--- src/rtl/controle_varredura_pwm.sv ---
`default_nettype none
// ============================================================================
// Module  : controle_varredura_pwm
// Brief   : Triangular sweep sequencer for the PWM width code, with manual
//           pre-emption and dwells aligned to whole PWM periods.
// Revision: 1.0
// ============================================================================
module controle_varredura_pwm #(
    parameter int unsigned CONF_PERIODO       = 1250,
    parameter int unsigned PERIODOS_POR_PASSO = 4000,
    parameter int unsigned N_VARREDURAS       = 1
) (
    input  logic       clock_i,
    input  logic       reset_i,
    input  logic       iniciar_i,
    input  logic       parar_i,
    input  logic       manual_req_i,
    input  logic [1:0] manual_pos_i,
    output logic [1:0] largura_o,
    output logic       ocupado_o,
    output logic       passo_o,
    output logic       pronto_o,
    output logic [2:0] db_estado_o,
    output logic [1:0] db_posicao_o
);

    localparam logic [31:0] C_T_ULTIMO = 32'(CONF_PERIODO * PERIODOS_POR_PASSO - 1);
    localparam logic [31:0] C_N_VARR   = 32'(N_VARREDURAS);
    localparam logic        C_FINITO   = (N_VARREDURAS != 0);

    typedef enum logic [2:0] {
        REPOUSO   = 3'd0,
        POSICIONA = 3'd1,
        AVANCA    = 3'd2,
        MANUAL    = 3'd3,
        FIM       = 3'd4
    } estado_t;

    estado_t     estado_q;
    logic [1:0]  largura_q;
    logic [1:0]  posicao_q;
    logic        dir_q;        // 0 = rising, 1 = falling
    logic [31:0] cnt_q;
    logic [31:0] contagem_q;
    logic        ativo_q;
    logic        passo_q;
    logic        pronto_q;
    logic        ocupado_q;

    logic [1:0]  posicao_d;
    logic        dir_d;
    logic [31:0] contagem_d;
    logic        fim_d;

    // Next sweep position, applied when leaving AVANCA.
    always_comb begin
        posicao_d  = posicao_q;
        dir_d      = dir_q;
        contagem_d = contagem_q;
        fim_d      = 1'b0;
        if (!dir_q) begin
            if (posicao_q != 2'b11) begin
                posicao_d = posicao_q + 2'd1;
            end else begin
                dir_d     = 1'b1;
                posicao_d = 2'b10;
            end
        end else if (posicao_q != 2'b00) begin
            posicao_d = posicao_q - 2'd1;
        end else begin
            contagem_d = contagem_q + 32'd1;
            if (C_FINITO && (contagem_d == C_N_VARR)) begin
                fim_d = 1'b1;
            end else begin
                dir_d     = 1'b0;
                posicao_d = 2'b01;
            end
        end
    end

    always_ff @(posedge clock_i) begin
        if (reset_i) begin
            estado_q   <= REPOUSO;
            largura_q  <= 2'b00;
            posicao_q  <= 2'b00;
            dir_q      <= 1'b0;
            cnt_q      <= 32'd0;
            contagem_q <= 32'd0;
            ativo_q    <= 1'b0;
            passo_q    <= 1'b0;
            pronto_q   <= 1'b0;
            ocupado_q  <= 1'b0;
        end else begin
            passo_q  <= 1'b0;
            pronto_q <= 1'b0;
            case (estado_q)
                REPOUSO: begin
                    largura_q <= 2'b00;
                    if (manual_req_i) begin
                        estado_q  <= MANUAL;
                        largura_q <= manual_pos_i;
                        ocupado_q <= 1'b1;
                    end else if (iniciar_i) begin
                        estado_q   <= POSICIONA;
                        posicao_q  <= 2'b00;
                        dir_q      <= 1'b0;
                        contagem_q <= 32'd0;
                        cnt_q      <= 32'd0;
                        ativo_q    <= 1'b1;
                        ocupado_q  <= 1'b1;
                    end
                end
                POSICIONA: begin
                    if (parar_i) begin
                        estado_q  <= REPOUSO;
                        largura_q <= 2'b00;
                        ativo_q   <= 1'b0;
                        ocupado_q <= 1'b0;
                    end else if (manual_req_i) begin
                        estado_q  <= MANUAL;
                        largura_q <= manual_pos_i;
                    end else if (cnt_q == C_T_ULTIMO) begin
                        estado_q <= AVANCA;
                        cnt_q    <= 32'd0;
                        passo_q  <= 1'b1;
                    end else begin
                        cnt_q <= cnt_q + 32'd1;
                    end
                end
                AVANCA: begin
                    if (parar_i) begin
                        estado_q  <= REPOUSO;
                        largura_q <= 2'b00;
                        ativo_q   <= 1'b0;
                        ocupado_q <= 1'b0;
                    end else begin
                        posicao_q  <= posicao_d;
                        dir_q      <= dir_d;
                        contagem_q <= contagem_d;
                        if (fim_d) begin
                            estado_q  <= FIM;
                            pronto_q  <= 1'b1;
                            largura_q <= 2'b00;
                            ativo_q   <= 1'b0;
                        end else begin
                            estado_q  <= POSICIONA;
                            largura_q <= posicao_d;
                            cnt_q     <= 32'd0;
                        end
                    end
                end
                MANUAL: begin
                    if (manual_req_i) begin
                        largura_q <= manual_pos_i;
                        if (parar_i) begin
                            ativo_q <= 1'b0;
                        end
                    end else if (ativo_q && !parar_i) begin
                        // Resume with a full dwell at the saved position.
                        estado_q  <= POSICIONA;
                        largura_q <= posicao_q;
                        cnt_q     <= 32'd0;
                    end else begin
                        estado_q  <= REPOUSO;
                        largura_q <= 2'b00;
                        ativo_q   <= 1'b0;
                        ocupado_q <= 1'b0;
                    end
                end
                FIM: begin
                    estado_q  <= REPOUSO;
                    largura_q <= 2'b00;
                    ocupado_q <= 1'b0;
                end
                default: begin
                    estado_q  <= REPOUSO;
                    largura_q <= 2'b00;
                    ativo_q   <= 1'b0;
                    ocupado_q <= 1'b0;
                end
            endcase
        end
    end

    assign largura_o    = largura_q;
    assign ocupado_o    = ocupado_q;
    assign passo_o      = passo_q;
    assign pronto_o     = pronto_q;
    assign db_estado_o  = estado_q;
    assign db_posicao_o = posicao_q;

endmodule
`default_nettype wire
--- config.mk ---
export PLATFORM = sky130hd
export DESIGN_NAME = controle_varredura_pwm
export DESIGN_NICKNAME = d
export VERILOG_FILES = /design/src/rtl/controle_varredura_pwm.sv
export SDC_FILE = /design/constraint.sdc
export NUM_CORES = 1
export LEC_CHECK = 0
export ABC_AREA = 1
export CORE_MARGIN = 1
export CORE_UTILIZATION = 47
export DETAILED_ROUTE_END_ITERATION = 10
export PLACE_DENSITY = 0.74
export SYNTH_ARGS = -nofsm -noshare
export SYNTH_HDL_FRONTEND = slang
export SYNTH_SLANG_ARGS = --single-unit
--- constraint.sdc ---
create_clock -name clock_i -period 2.3 [get_ports clock_i]
set_input_delay 0.46 -clock clock_i [delete_from_list [all_inputs] [get_ports clock_i]]
set_output_delay 0.46 -clock clock_i [all_outputs]
set_load 0.005 [all_outputs]
* Word level (Yosys, flattened, before mapping)
Index checks and enable logic that the tools add are counted.
** Operators by class
- Add/subtract/negate cells :: 4
- Equal/unequal tests :: 24
- Muxes and demuxes :: 64
- Bitwise gates (word level) :: 3
- Reduce and logical (&&, ||, !) cells :: 15
** Operator list (count)
- $mux W32 :: 12
- $pmux W32 S4 :: 1
- $add A32 B1 Y32 const B :: 2
- $pmux W32 S2 :: 1
- $eq A32 B1 Y1 const B :: 1
- $eq A32 B23 Y1 const B :: 1
- $mux W2 :: 14
- $mux W3 :: 8
- $ne A2 B2 Y1 const B :: 12
- $mux W1 :: 22
- $ne A3 B3 Y1 const B :: 4
- $pmux W3 S4 :: 1
- $reduce_and A9 Y1 :: 1
- $pmux W2 S4 :: 1
- $reduce_and A4 Y1 :: 2
- $eq A3 B2 Y1 const B :: 2
- $reduce_and A6 Y1 :: 1
- $pmux W1 S5 :: 1
- $reduce_and A5 Y1 :: 1
- $ne A4 B4 Y1 const B :: 1
- $pmux W2 S2 :: 1
- $reduce_bool A2 Y1 :: 2
- $reduce_bool A4 Y1 :: 1
- $reduce_or A4 Y1 :: 1
- other kinds (14) :: 16
** Storage, ports and cells
- Bits in registers :: 76
- Output and inout port bits :: 10
- Logic and storage cells :: 120

* Logic depth before layout (Yosys ltp)
- Word-level depth :: 8
- Depth in mapped cells :: 18
- Mapped depth without buffers :: 18

* Worst setup path before layout
Ideal clock, no wire load.
- Kind :: register -> register
- Start :: reg contagem_q[1]
- End :: reg cnt_q[11]
- Library setup time :: 0.113 ns
- Data arrival time :: 2.285 ns
- Required time :: 2.187 ns
- Setup slack :: -0.098 ns
- Cell stages (with the launch flop) :: 16
- Path buffers :: 2
- Path through :: dfxtp_1 -> ha_1 -> inv_1 -> nor2_4 -> nand2_2 -> nor2_1 -> xnor2_1 -> nand2_1 -> nor2_1 -> nand3_1 -> nor2_4 -> nand4_4 -> buf_6 -> buf_6 -> a21oi_2 -> nor2_1
** On the way
- Word-level cells in the longest chain between the ends :: 7
** Ends and longest elaborated chain
- start: declaration :: line 44 : logic [31:0] contagem_q;
- start signal: assignment :: line 139 : contagem_q <= contagem_d;
- $add A32 B1 Y32 :: line 71 : contagem_d = contagem_q + 32'd1;
- $eq A32 B1 Y1 :: line 72 : if (C_FINITO && (contagem_d == C_N_VARR)) begin
- $mux W1 :: line 72
- $mux W1 :: line 68 : end else if (posicao_q != 2'b00) begin
- $mux W1 :: line 61 : if (!dir_q) begin
- $ne A2 B2 Y1 (no line)
- $reduce_and A9 Y1 (no line)
- end signal: assignment :: line 127 : cnt_q <= cnt_q + 32'd1;
- end: declaration :: line 43 : logic [31:0] cnt_q;
Every way passes these cells.
A chain may end at the register's enable or synchronous reset.

* Worst setup path after layout
- Start :: reg contagem_q[4]
- End :: reg cnt_q[3]
The elaborated chain is that of the path after synthesis.

==> results.sh <==
export IMPL_worstHoldPathCells=2
export IMPL_cp_required_ns=2.59
export IMPL_wl_per_cell_um=14.6
export IMPL_clock_sinks=76
export IMPL_antenna_left=0
export IMPL_viasPerCell=5.41
export IMPL_end_kind="register"
export IMPL_arrival_ns=2.80
export IMPL_clk_latency_ns=0.35
export IMPL_max_clock_freq_mhz=398
export IMPL_grt_pass1_wl_um=26300
export IMPL_seqPwrFrac=0.365
export IMPL_p_leak_uw=0.00273
export IMPL_rrSetupSlack_ns=-0.21
export IMPL_grt_pass1_vias=5638
export IMPL_syn_to_final_growth_pct=31.3
export IMPL_timing_slew_headroom=0.590
export IMPL_critPathMaxFanout=11
export IMPL_start_util=0.493
export IMPL_clkPwrFrac=0.360
export IMPL_portBuffers=16
export IMPL_vdd_drop_max_uv=551
export IMPL_reg2reg_depth=17
export IMPL_setup_violations=37
export IMPL_hold_path_class="reg -> reg"
export IMPL_grt_usage=0.280
export IMPL_cap_violations=0
export IMPL_fin_hold_ws_ns=0.462
export IMPL_ys_ff_latch=76
export IMPL_p_sw_uw=1390
export IMPL_clockBufferDepth=2
export IMPL_hold_violations=0
export IMPL_seq_area_frac_synth=0.279
export IMPL_finalNetCount=1028
export IMPL_htreeDepth=3
export IMPL_cts_buffers=9
export IMPL_worstMarginPinSlew_ns=0.614
export IMPL_critPathKind="reg -> reg"
export IMPL_r2r_start="contagem_q[4]"
export IMPL_grt_overflow=0
export IMPL_finalMaxSlewViolations=0
export IMPL_synthCells=924
export IMPL_internal_power_uw=2740
export IMPL_synth_net_count=934
export IMPL_die_h_um=110
export IMPL_clkTransAtPathRegs_ns=0.06
export IMPL_fin_skew_ns=0.00673
export IMPL_rsz0062_at_grt="true"
export IMPL_syn_area_mm2=0.00546
export IMPL_dpl_cell_area_mm2=0.00625
export IMPL_critPathLaunchType="register"
export IMPL_post_route_period_util=1.09
export IMPL_pin_count=17
export IMPL_critical_path_endpoint="cnt_q[3]"
export IMPL_switching_share=0.336
export IMPL_fin_area_mm2=0.00717
export IMPL_layout_common_cells="nand2_1 (297), nor2_1 (122), inv_1 (87)"
export IMPL_hpwl_um=11000
export IMPL_rows=38
export IMPL_ctsRootBufferMaster="clkbuf_16"
export IMPL_gp_congestion=0.935
export IMPL_vias=6297
export IMPL_dp_cells=1125
export IMPL_outcome="complete, but fails checks"
export IMPL_rr_endpoint="cnt_q[3]"
export IMPL_crit_start="contagem_q[4]"
export IMPL_timing_final_ws_setup_ns=-0.213
export IMPL_violations="negative setup slack"
export IMPL_synth_warnings=0
export IMPL_antenna_found_initial=0
export IMPL_min_from="largura_o[0]"
export IMPL_grt_max_degree=48
export IMPL_p_per_area_mw_per_mm2=576
export IMPL_dieArea_mm2=0.0121
export IMPL_die_w_um=110
export IMPL_drc_errors=0
export IMPL_final_common_cell="nand2_1"
export IMPL_drive_above_1_share=0.219
export IMPL_yosysUniqueCellTypes=36
export IMPL_drt_iter0_markers=400
export IMPL_core_area_mm2=0.0111
export IMPL_power_frac_comb=0.275
export IMPL_cts_tree="yes"
export IMPL_drt_pass1_iter_count=5
export IMPL_stdcell_count=1163
export IMPL_routed_wl_um=17000
export IMPL_postSynthAreaPerCell_um2=5.91
export IMPL_layout_min_cycle_time_ns=2.51
export IMPL_antennaDiodeCount=0
-- critical path, cell delays in order (launching register included) --
cell,delay [ns]
dfxtp_1,0.38
nand2_1,0.10
nor2_1,0.26
nand2_4,0.15
buf_6,0.15
nand2_2,0.05
nand2_2,0.06
nor2_1,0.10
nand2_1,0.11
nor2_1,0.12
nand3_1,0.12
nor2_4,0.14
nand4_4,0.15
buf_6,0.20
clkbuf_16,0.18
nand3_1,0.07
nand2_1,0.05
nor2_1,0.09
-- cells by family (layout without fill, tap and decap cells) --
| kind of cell | after synthesis | in the layout | share of synthesized area |
|---|---|---|---|
| adders and majority gates | 3 | 3 | 0.00688 |
| xor gates and xnor gates | 18 | 18 | 0.0289 |
| buffers and inverters | 120 | 217 | 0.0910 |
| DFF | 76 | 76 | 0.279 |
| AOI/OAI and AO/OA | 96 | 96 | 0.106 |
| and+or+nand+nor | 611 | 613 | 0.489 |
-- how the worst min path moves through the flow --
stage	to	slack [ns]
after floorplan	largura_o[0]	0.45
after global placement	largura_o[1]	0.44
after detailed placement	largura_o[1]	0.45
after CTS	largura_o[0]	0.46
after global routing	largura_o[0]	0.48
final	largura_o[0]	0.46
-- final cells by class --
type / instances / area, um2
Clock inverter: 3 / 45.0
Sequential cell: 76 / 1540
Inverter: 93 / 352
Fill cell: 990 / 3910
Clock buffer: 13 / 260
Multi-Input combinational cell: 730 / 3800
Timing Repair Buffer: 108 / 997
Tap cell: 140 / 175
-- timing repair --
action | CTS | global route
hold buffers | 0 | 0
setup endpoints to repair | 35 | 40
gates cloned | 3 | 4
pin swaps | 4 | 25
setup buffers | 9 | 7
resized for setup | 31 | 65
-- power groups by stage --
stage                     clock, uW  combinational, uW  sequential, uW
final                          1490               1130            1510
after detailed placement          0               1000            1540
after global routing           1550               1240            1520
after floorplan                   0                682            1520
after CTS                      1510               1030            1510
after global placement            0                995            1540
-- state kept, by name, indices dropped and copies added, names as in the netlist --
| register | flops |
|---|---|
| ocupado_o | 1 |
| cnt_q | 32 |
| db_estado_o | 3 |
| largura_o | 2 |
| contagem_q | 32 |
| ativo_q | 1 |
| dir_q | 1 |
| passo_o | 1 |
| pronto_o | 1 |
| db_posicao_o | 2 |
-- synthesized netlist by cell type --
cell / instances / area, um2
nor4_2: 1 / 12.5
inv_2: 4 / 15.0
nand2_1: 308 / 1160
nand2_4: 1 / 11.3
nand4_1: 13 / 81.3
a2111oi_4: 1 / 27.5
o21ai_1: 2 / 10.0
nor3_1: 29 / 145
nor2_2: 4 / 25.0
inv_1: 89 / 334
dfxtp_1: 76 / 1520
a21oi_1: 61 / 305
o2111ai_1: 1 / 8.76
nand4_4: 1 / 21.3
o31ai_1: 1 / 7.51
nor3_2: 2 / 20.0
nand3_1: 79 / 395
nor2_4: 7 / 78.8
xor2_1: 10 / 87.6
nand2_2: 8 / 50.1
a2bb2oi_1: 1 / 8.76
o21bai_1: 3 / 22.5
clkbuf_1: 15 / 56.3
a21oi_2: 13 / 114
or2_2: 2 / 12.5
o21ai_0: 10 / 50.1
nor2_1: 133 / 499
nor3b_1: 3 / 22.5
buf_6: 5 / 56.3
nand3b_1: 11 / 82.6
ha_1: 3 / 37.5
a22oi_1: 1 / 7.51
buf_2: 7 / 35.0
a211oi_1: 2 / 15.0
xnor2_1: 8 / 70.1
nor4_1: 9 / 56.3
-- layer usage --
layer / GRT usage / part of all wire / vias up / wire, um
met4: 0.120 / 0.039 / 0 / 670
met3: 0.0456 / 0.061 / 63 / 1030
met1: 0.355 / 0.44 / 2826 / 7490
met5: 0 / 0 / - / 0
li1: - / - / 3157 / -
met2: 0.467 / 0.46 / 251 / 7830
-- through the flow --
step | setup slack, ns | power [uW] | util | TNS (ns)
finish | -0.213 | 4130 | 0.647 | -6.01
global route | -0.317 | 4310 | 0.647 | -10.24
CTS | -0.0996 | 4040 | 0.615 | -2.37
detailed placement | -0.0961 | 2540 | 0.564 | -2.17
global placement | -0.0401 | 2530 | 0.564 | -1.02
floorplan | 0.0216 | 2200 | - | 0
(Power assumes the default switching activity.)
